==> src/rtl/nasti_mem_bridge_pkg.sv <==
// nasti_mem_bridge_pkg: bridge FSM states, NASTI burst/response encodings and the
// beat-size helper shared by the line bridge and its line buffer.
package nasti_mem_bridge_pkg;

   typedef enum logic [2:0] {
      StIdle,
      StAw,
      StW,
      StB,
      StAr,
      StR,
      StResp
   } bridge_state_e;

   localparam logic [1:0] NASTI_BURST_INCR  = 2'b01;
   localparam logic [1:0] NASTI_RESP_OKAY   = 2'b00;
   localparam logic [1:0] NASTI_RESP_EXOKAY = 2'b01;
   localparam logic [1:0] NASTI_RESP_SLVERR = 2'b10;
   localparam logic [1:0] NASTI_RESP_DECERR = 2'b11;

   // AxSIZE encoding for a beat of data_width bits.
   function automatic logic [2:0] nasti_size(input int unsigned data_width);
      return 3'($clog2(data_width / 8));
   endfunction

endpackage

==> src/rtl/nasti_line_buf.sv <==
// nasti_line_buf: LINE_BEATS x DATA_WIDTH line register with a single-beat write port,
// full-line load/read and a saturating beat counter shared by the W and R paths.
module nasti_line_buf
   import nasti_mem_bridge_pkg::*;
#(
   parameter int unsigned DATA_WIDTH = 128,
   parameter int unsigned LINE_BEATS = 4,
   localparam int unsigned IDX_W     = (LINE_BEATS > 1) ? $clog2(LINE_BEATS) : 1,
   localparam int unsigned CNT_W     = $clog2(LINE_BEATS) + 1
) (
   input  logic                             clk,
   input  logic                             rst,
   input  logic                             load,
   input  logic [LINE_BEATS*DATA_WIDTH-1:0] load_line,
   input  logic                             wr_en,
   input  logic [IDX_W-1:0]                 wr_idx,
   input  logic [DATA_WIDTH-1:0]            wr_data,
   input  logic                             cnt_clr,
   input  logic                             cnt_inc,
   output logic [CNT_W-1:0]                 cnt,
   output logic                             cnt_last,
   output logic                             cnt_over,
   output logic [DATA_WIDTH-1:0]            beat,
   output logic [LINE_BEATS*DATA_WIDTH-1:0] line
);

   logic [DATA_WIDTH-1:0] mem_q [LINE_BEATS];
   logic [CNT_W-1:0]      cnt_q;

   always_ff @(posedge clk) begin
      if (rst) begin
         for (int i = 0; i < LINE_BEATS; i++) mem_q[i] <= '0;
         cnt_q <= '0;
      end else begin
         if (load) begin
            for (int i = 0; i < LINE_BEATS; i++) mem_q[i] <= load_line[i*DATA_WIDTH +: DATA_WIDTH];
         end else if (wr_en) begin
            mem_q[wr_idx] <= wr_data;
         end
         // Counter parks one past the last beat so overlong bursts stay detectable.
         if (cnt_clr) begin
            cnt_q <= '0;
         end else if (cnt_inc && !cnt_over) begin
            cnt_q <= cnt_q + CNT_W'(1);
         end
      end
   end

   assign cnt      = cnt_q;
   assign cnt_last = (cnt_q == CNT_W'(LINE_BEATS - 1));
   assign cnt_over = (cnt_q == CNT_W'(LINE_BEATS));
   assign beat     = cnt_over ? '0 : mem_q[cnt_q[IDX_W-1:0]];

   always_comb begin
      line = '0;
      for (int i = 0; i < LINE_BEATS; i++) line[i*DATA_WIDTH +: DATA_WIDTH] = mem_q[i];
   end

endmodule

==> src/rtl/nasti_mem_bridge.sv <==
// nasti_mem_bridge: one-line-per-request NASTI master (flattened nasti_channel master end),
// one outstanding INCR burst. Define NASTI_MEM_BRIDGE_STRB_EN for per-byte write strobes.
module nasti_mem_bridge
   import nasti_mem_bridge_pkg::*;
#(
   parameter int unsigned ID_WIDTH   = 1,
   parameter int unsigned ADDR_WIDTH = 16,
   parameter int unsigned DATA_WIDTH = 128,
   parameter int unsigned USER_WIDTH = 1,
   parameter int unsigned LINE_BEATS = 4,
   parameter int unsigned ID_VALUE   = 0
) (
   input  logic                             clk,
   input  logic                             rst,
   input  logic                             req_valid,
   output logic                             req_ready,
   input  logic                             req_write,
   input  logic [ADDR_WIDTH-1:0]            req_addr,
   input  logic [LINE_BEATS*DATA_WIDTH-1:0] req_wdata,
`ifdef NASTI_MEM_BRIDGE_STRB_EN
   input  logic [LINE_BEATS*DATA_WIDTH/8-1:0] req_wstrb,
`endif
   output logic                             resp_valid,
   input  logic                             resp_ready,
   output logic [LINE_BEATS*DATA_WIDTH-1:0] resp_rdata,
   output logic                             resp_err,
   output logic                             aw_valid,
   input  logic                             aw_ready,
   output logic [ID_WIDTH-1:0]              aw_id,
   output logic [ADDR_WIDTH-1:0]            aw_addr,
   output logic [7:0]                       aw_len,
   output logic [2:0]                       aw_size,
   output logic [1:0]                       aw_burst,
   output logic                             aw_lock,
   output logic [3:0]                       aw_cache,
   output logic [2:0]                       aw_prot,
   output logic [3:0]                       aw_qos,
   output logic [3:0]                       aw_region,
   output logic [USER_WIDTH-1:0]            aw_user,
   output logic                             w_valid,
   input  logic                             w_ready,
   output logic [DATA_WIDTH-1:0]            w_data,
   output logic [DATA_WIDTH/8-1:0]          w_strb,
   output logic                             w_last,
   output logic [USER_WIDTH-1:0]            w_user,
   input  logic                             b_valid,
   output logic                             b_ready,
   input  logic [ID_WIDTH-1:0]              b_id,
   input  logic [1:0]                       b_resp,
   input  logic [USER_WIDTH-1:0]            b_user,
   output logic                             ar_valid,
   input  logic                             ar_ready,
   output logic [ID_WIDTH-1:0]              ar_id,
   output logic [ADDR_WIDTH-1:0]            ar_addr,
   output logic [7:0]                       ar_len,
   output logic [2:0]                       ar_size,
   output logic [1:0]                       ar_burst,
   output logic                             ar_lock,
   output logic [3:0]                       ar_cache,
   output logic [2:0]                       ar_prot,
   output logic [3:0]                       ar_qos,
   output logic [3:0]                       ar_region,
   output logic [USER_WIDTH-1:0]            ar_user,
   input  logic                             r_valid,
   output logic                             r_ready,
   input  logic [ID_WIDTH-1:0]              r_id,
   input  logic [DATA_WIDTH-1:0]            r_data,
   input  logic [1:0]                       r_resp,
   input  logic                             r_last,
   input  logic [USER_WIDTH-1:0]            r_user
);

   localparam int unsigned LINE_W = LINE_BEATS * DATA_WIDTH;
   localparam int unsigned STRB_W = DATA_WIDTH / 8;
   localparam int unsigned OFF_W  = $clog2(LINE_W / 8);
   localparam int unsigned IDX_W  = (LINE_BEATS > 1) ? $clog2(LINE_BEATS) : 1;
   localparam int unsigned CNT_W  = $clog2(LINE_BEATS) + 1;

   localparam logic [ADDR_WIDTH-1:0] LINE_MASK = {ADDR_WIDTH{1'b1}} << OFF_W;
   localparam logic [ID_WIDTH-1:0]   ID        = ID_WIDTH'(ID_VALUE);
   localparam logic [7:0]            LEN       = 8'(LINE_BEATS - 1);
   localparam logic [2:0]            SIZE      = nasti_size(DATA_WIDTH);

   bridge_state_e           state_q, state_d;
   logic                    err_q, err_d;
   logic [ADDR_WIDTH-1:0]   addr_q, addr_d;
   logic                    accept;
   logic                    buf_load, buf_wr, cnt_clr, cnt_inc;
   logic [CNT_W-1:0]        cnt;
   logic                    cnt_last, cnt_over;
   logic [DATA_WIDTH-1:0]   beat;
   logic [STRB_W-1:0]       beat_strb;
   logic                    b_bad, r_bad;
   logic                    unused_ok;

   nasti_line_buf #(
      .DATA_WIDTH (DATA_WIDTH),
      .LINE_BEATS (LINE_BEATS)
   ) u_line_buf (
      .clk       (clk),
      .rst       (rst),
      .load      (buf_load),
      .load_line (req_wdata),
      .wr_en     (buf_wr),
      .wr_idx    (cnt[IDX_W-1:0]),
      .wr_data   (r_data),
      .cnt_clr   (cnt_clr),
      .cnt_inc   (cnt_inc),
      .cnt       (cnt),
      .cnt_last  (cnt_last),
      .cnt_over  (cnt_over),
      .beat      (beat),
      .line      (resp_rdata)
   );

   assign b_bad = (b_resp == NASTI_RESP_SLVERR) || (b_resp == NASTI_RESP_DECERR) || (b_id != ID);
   assign r_bad = (r_resp == NASTI_RESP_SLVERR) || (r_resp == NASTI_RESP_DECERR) || (r_id != ID);

   always_ff @(posedge clk) begin
      if (rst) begin
         state_q <= StIdle;
         err_q   <= 1'b0;
         addr_q  <= '0;
      end else begin
         state_q <= state_d;
         err_q   <= err_d;
         addr_q  <= addr_d;
      end
   end

   always_comb begin
      state_d    = state_q;
      err_d      = err_q;
      addr_d     = addr_q;
      accept     = 1'b0;
      buf_load   = 1'b0;
      buf_wr     = 1'b0;
      cnt_clr    = 1'b0;
      cnt_inc    = 1'b0;
      req_ready  = 1'b0;
      aw_valid   = 1'b0;
      w_valid    = 1'b0;
      b_ready    = 1'b0;
      ar_valid   = 1'b0;
      r_ready    = 1'b0;
      resp_valid = 1'b0;
      case (state_q)
         StIdle: begin
            // Held low while rst is high so every output reads 0 during reset.
            req_ready = !rst;
            if (req_valid && !rst) begin
               accept   = 1'b1;
               addr_d   = req_addr & LINE_MASK;
               err_d    = 1'b0;
               cnt_clr  = 1'b1;
               buf_load = req_write;
               state_d  = req_write ? StAw : StAr;
            end
         end
         StAw: begin
            aw_valid = 1'b1;
            if (aw_ready) state_d = StW;
         end
         StW: begin
            w_valid = 1'b1;
            if (w_ready) begin
               if (cnt_last) state_d = StB;
               else          cnt_inc = 1'b1;
            end
         end
         StB: begin
            b_ready = 1'b1;
            if (b_valid) begin
               err_d   = err_q | b_bad;
               state_d = StResp;
            end
         end
         StAr: begin
            ar_valid = 1'b1;
            if (ar_ready) state_d = StR;
         end
         StR: begin
            r_ready = 1'b1;
            if (r_valid) begin
               // Beats past the line end are acknowledged but dropped.
               if (cnt_over) err_d = 1'b1;
               else          buf_wr = 1'b1;
               if (r_bad) err_d = 1'b1;
               if (r_last) begin
                  if (!cnt_last) err_d = 1'b1;
                  state_d = StResp;
               end else begin
                  cnt_inc = 1'b1;
               end
            end
         end
         StResp: begin
            resp_valid = 1'b1;
            if (resp_ready) begin
               err_d   = 1'b0;
               state_d = StIdle;
            end
         end
         default: state_d = StIdle;
      endcase
   end

`ifdef NASTI_MEM_BRIDGE_STRB_EN
   logic [LINE_W/8-1:0] strb_q;

   always_ff @(posedge clk) begin
      if (rst) begin
         strb_q <= '0;
      end else if (accept) begin
         strb_q <= req_wstrb;
      end
   end

   assign beat_strb = strb_q[int'(cnt[IDX_W-1:0]) * STRB_W +: STRB_W];
`else
   assign beat_strb = '1;
`endif

   assign resp_err  = (state_q == StResp) && err_q;

   assign aw_id     = aw_valid ? ID : '0;
   assign aw_addr   = aw_valid ? addr_q : '0;
   assign aw_len    = aw_valid ? LEN : '0;
   assign aw_size   = aw_valid ? SIZE : '0;
   assign aw_burst  = aw_valid ? NASTI_BURST_INCR : '0;
   assign aw_lock   = 1'b0;
   assign aw_cache  = '0;
   assign aw_prot   = '0;
   assign aw_qos    = '0;
   assign aw_region = '0;
   assign aw_user   = '0;

   assign w_data    = w_valid ? beat : '0;
   assign w_strb    = w_valid ? beat_strb : '0;
   assign w_last    = w_valid && cnt_last;
   assign w_user    = '0;

   assign ar_id     = ar_valid ? ID : '0;
   assign ar_addr   = ar_valid ? addr_q : '0;
   assign ar_len    = ar_valid ? LEN : '0;
   assign ar_size   = ar_valid ? SIZE : '0;
   assign ar_burst  = ar_valid ? NASTI_BURST_INCR : '0;
   assign ar_lock   = 1'b0;
   assign ar_cache  = '0;
   assign ar_prot   = '0;
   assign ar_qos    = '0;
   assign ar_region = '0;
   assign ar_user   = '0;

   assign unused_ok = ^{b_user, r_user, cnt[CNT_W-1], accept};

endmodule

==> config.mk <==
export PLATFORM = sky130hd
export DESIGN_NAME = nasti_mem_bridge
export DESIGN_NICKNAME = d
export VERILOG_FILES = /design/src/rtl/nasti_mem_bridge_pkg.sv /design/src/rtl/nasti_line_buf.sv /design/src/rtl/nasti_mem_bridge.sv
export SDC_FILE = /design/constraint.sdc
export NUM_CORES = 1
export LEC_CHECK = 0
export CORE_AREA = 10 10 548 550
export DETAILED_ROUTE_END_ITERATION = 8
export DIE_AREA = 0 0 558 560
export PLACE_DENSITY_LB_ADDON = 0.2
export SLEW_MARGIN = 20
export SYNTH_ARGS = -nofsm -noshare
export SYNTH_HDL_FRONTEND = slang
export SYNTH_SLANG_ARGS = --single-unit
==> constraint.sdc <==
create_clock -name clk -period 6.6 [get_ports clk]
set_input_delay 0.66 -clock clk [delete_from_list [all_inputs] [get_ports clk]]
set_output_delay 0.66 -clock clk [all_outputs]
set_load 0.01 [all_outputs]
Yosys cells after proc, flatten, opt, wreduce, memory -nomap -nowiden --
Memory sizes are Yosys's and may differ from the RTL's. A register that Yosys moved wholly into a read port is not among the register bits. Cells that the tools add are included.
Operators by class: $add $sub $neg 1, eq/ne operators 21, multiplexer cells 68, bitwise operators 5, reductions and logical operators 17
Operator list (count):
- 128-bit two-way mux | 7
- 128-bit OR reduction | 1
- 16-bit two-way mux | 3
- 1-bit two-way mux | 38
- 3-bit two-way mux | 12
- 3-bit case mux with 7 select lines | 1
- 2-bit inequality test (second input constant) | 9
- 3-bit equality test (second input constant) | 4
- 2-bit two-way mux | 5
- 3-bit by 2-bit equality test with 1-bit output (second input constant) | 3
- 9-bit AND reduction | 1
- 2-bit equality test (second input constant) | 4
- 1-bit OR | 5
- 5-bit AND reduction | 1
- 1-bit logical AND | 4
- 1-bit logical OR | 4
- 1-bit case mux with 4 select lines | 1
- 4-bit nonzero test | 1
- 3-bit by 1-bit adder with 3-bit output (second input constant) | 1
- 3-bit by 1-bit equality test with 1-bit output (second input constant) | 1
- 3-bit zero test | 1
- 1-bit zero test | 2
- 1-bit case mux with 2 select lines | 1
- 2-bit AND reduction | 1
- 2-bit OR reduction | 1
Word-level totals: register bits 17, bits in writable memories 512, input port bits 675, logic and storage cells 117, memories kept 1
Memory list:
- u_line_buf.mem_q | depth 4, bits a word 128, read ports 5, clocked after memory_dff 1, write ports 4, RTL line nasti_line_buf.sv:27 | logic [DATA_WIDTH-1:0] mem_q [LINE_BEATS];

Logic depth before layout (Yosys ltp) --
depth in word-level cells 10, gate-level depth with buffers 7, gate-level depth less buffers 7

Cells and area by module --
A second synthesis with hierarchy kept.
Unflattened totals: cells, all modules 1980, area total of the unflattened synthesis 27133.5 um^2
Modules (own cells, without submodules):
- nasti_line_buf | instances 1, cells each 1616, area an instance 24592.3 um^2, seq. area each 15474.8 um^2
- nasti_mem_bridge | instances 1, cells each 364, area an instance 2541.2 um^2, seq. area each 280.3 um^2

Least setup slack after synthesis --
OpenSTA, ideal clock, no wires.
kind input to register, start input port req_valid, end memory u_line_buf.mem_q[1][0], enable pin, setup time 0.493 ns, arrival time 4.124 ns, path slack 1.983 ns, stages 4, path buffers 1, cell sequence a31oi_1 and3_1 buf_2 or2b_1
RTL lines:
- start: declaration | RTL line nasti_mem_bridge.sv:15 | input logic req_valid,
- end: declaration | RTL line nasti_line_buf.sv:27

==> metrics.md <==
| Metric | Value |
|---|---|
| Top Family by Delay on Critical Path | `buffers and inverters` |
| Status | `completed` |
| Number of port buffers | `about 1400` |
| Drt via density | `3.44` |
| Fin Setup TNS | `0 ns` |
| Async SR Flop Fraction | `0%` |
| Final worst path period share | `68.9%` |
| Final hold violations | `0` |
| Syn_area_per_cell | `between 15 and 20 µm²` |
| Die X | `558 µm` |
| CTS Buf Count | `80` |
| Hold Crit Class | `input port to register` |
| Sequential area share after synthesis | `59.3%` |
| Critical path data arrival time | `3.89 ns` |
| Reg area | `~16000 µm²` |
| Number of I/O pins | `1435` |
| Layout cell share with drive strength beyond 1 | `10.8%` |
| Clock sink count | `531` |
| Bufs on Longest Clock Path | `4` |
| Worst hold slack | `0.430 ns` |
| Largest net degree at the start of global routing | `~110` |
| CP Class | `register to output pin` |
| Die area | `312000 µm²` |
| Synth area leader | `edfxtp_1` |
| Resized Gates After CTS | `0` |
| Number of global-route vias before repair | `25300` |
| ANT nets after route | `0` |
| Initial antenna violation count | `a little over 40` |
| Synth area leaders | `edfxtp_1 58%, a22o_1 17%, mux4_2 11%` |
| Worst endpoint required time | `5.94 ns` |
| CP Capture Type | `output pin` |
| Placed insts | `about 6700` |
| DP HPWL | `196 mm` |
| Main synth FF type | `edfxtp_1` |
| Slew @ Worst Pin | `slightly above 1 ns` |
| First-pass GRT wire length | `298 mm` |
| DRT Pass-1 Iters | `5` |
| Synthesis-to-finish area growth | `76.4%` |
| Power Density | `between 200 and 300 nW/µm²` |
| Via Count | `roughly 24000` |
| Initial Utilization | `9.18%` |
| Crit path buffers/inverters | `2` |
| Nets | `3693` |
| Starting DRT DRC Count | `1831` |
| Setup Skew | `0.0413 ns` |
| Synth Instances | `1701` |
| Max incr delay on CP | `~0.76 ns` |
| Clock Latency Late Sink | `0.77 ns` |
| Cell Area, Synth | `around 27000 µm²` |
| Final setup vio count | `0` |
| Die height | `560 µm` |
| Relative slew slack | `about a third` |
| Gr ovfl total | `0` |
| RSZ-0062 raised after global routing | `no` |
| VDD IR-drop max | `0.168 mV` |
| YS warnings | `0` |
| Clock slew at reported path FFs | `around 0.060 ns` |
| H-tree levels | `3` |
| Count of cell types in the netlist | `45` |
| Avg WL per Cell | `34.7 µm` |
| Cts-stage hold buffer count | `0` |
| DRC Markers | `0` |
| Fillers | `31900` |
| RD Place Congestion | `0.845` |
| Final Critical Period | `4.55 ns` |
| Leak Pwr | `16.1 nW` |
| Final Routed Wirelength | `239 mm` |
| Clock root buffer | `clkbuf_16` |
| Peak Freq | `0.220 GHz` |
| Area of the multi-input gates | `a little over 9000 µm²` |
| Place WS | `2.35 ns` |
| Max-cap violation count | `0` |
| CTS tree | `done` |
| Yosys reg bits | `531` |
| Slowest cell on crit path | `dfxtp_4` |
| Crit-path cells | `buf_12 > mux4_2 > and3_1 > clkdlybuf4s50_1` |
| Post-synth EDFFs | `512` |
| Synth cell count leaders | `512 x a22o_1, 512 x edfxtp_1, 134 x and3_1, 128 x mux4_2, 116 x buf_4` |
| Setup ws final | `2.05 ns` |
| Total track usage | `14.5%` |
| Core ar. | `290000 µm²` |
| Site Rows | `198` |
| Post-synth top area share | `57.8%` |
| Critical Path Start Type | `register` |
| Crit Path Max Fanout | `52` |
| Setup bufs post-CTS | `0` |
| Max-slew violation count | `0` |
| Post-Layout Cell Count | `6879` |
metrics by stage:
stage / area [µm²] / util [%] / total power, mW
2_1_floorplan: 26800 / - / 6.32
3_3_place_gp: 44300 / 15.3 / 9.70
3_5_place_dp: 44300 / 15.3 / 9.68
4_1_cts: 46900 / 16.2 / 14.2
5_1_grt: 46900 / 16.2 / 14.4
6_report: 46900 / 16.2 / 13.8
cell families (layout without fill, tap and decap cells):
logic type / after synthesis / after routing / share of synthesized area (%)
DFF: 531 / 531 / 59.3
AOI/OAI and AO/OA: 529 / 529 / 17.4
buffers and inverters: 277 / 1573 / 6.86
and+or+nand+nor: 225 / 225 / 5.19
muxes: 131 / 131 / 11.0
adders and majority gates: 5 / 5 / 0.235
xor gates and xnor gates: 2 / 2 / 0.0659
other: 1 / 83 / 0.0141
per-layer routing:
metal | vias up | track usage (%) | part of all wire, %
met3 | 166 | 6.70 | 12
met1 | 12500 | 17.2 | 40
met5 | - | 0 | 0.064
met2 | 1379 | 23.9 | 46
li1 | 9631 | - | -
met4 | 22 | 2.87 | 1.9
state kept, by name, indices dropped and copies added (netlist names), named ones only:
name,flops
u_line_buf.cnt,3
u_line_buf.mem_q,512
state_q,3
err_q,1
addr_q,10
worst register-to-register path, cell delays in order, from the launching register on:
cell     delay [ns]
dfxtp_1        0.84
nor3_1         0.15
a31oi_1        0.55
and3_4         0.60
or2b_4         0.85
buf_12         0.43
path summary, 6_finish.rpt:
check / startpoint / end / slack [ns] / cells after the start
max: register / w_data[92] / 2.05 / 4
min: req_addr[13] / addr_q[13] / 0.43 / 3
max reg2reg: state_q[0] / u_line_buf.mem_q[0][100] / 2.74 / 5
min reg2reg: addr_q[6] / addr_q[6] / 0.49 / 2
cell type report:
cell class	count	area share, %
antenna	16	0.0854
multi-input combinational	959	19.8
clock inverter	35	0.819
clock buffer	97	4.54
inverter	6	0.0480
sequential	531	33.6
timing repair buffer	1435	30.9
tap	3800	10.1
report_power, final:
| part | switching [mW] | total, mW | internal (mW) |
|---|---|---|---|
| combinational | 2.38 | 4.42 | 2.04 |
| clock | 1.77 | 4.35 | 2.59 |
| sequential | 0.619 | 5.06 | 4.44 |
placed cells by master, fill, tap and decap left out, drive strengths merged, types with 2 or more instances in the layout:
cell / instances
and2: 22
conb: 67
o211ai: 2
a21oi: 2
clkdlybuf4s50: 1357
clkinv: 21
a31oi: 2
inv: 8
nor3b: 4
o21ai: 3
bufinv: 8
mux2i: 2
nor2: 5
buf: 78
a22o: 512
ha: 5
clkbuf: 97
nand2b: 4
mux4: 128
edfxtp: 512
xnor2: 2
nor2b: 3
nor3: 11
nand3b: 11
nand2: 24
or2b: 4
diode: 16
clkinvlp: 4
and3: 134
dfxtp: 19
No activity file was read; power rests on OpenSTA's default activity.
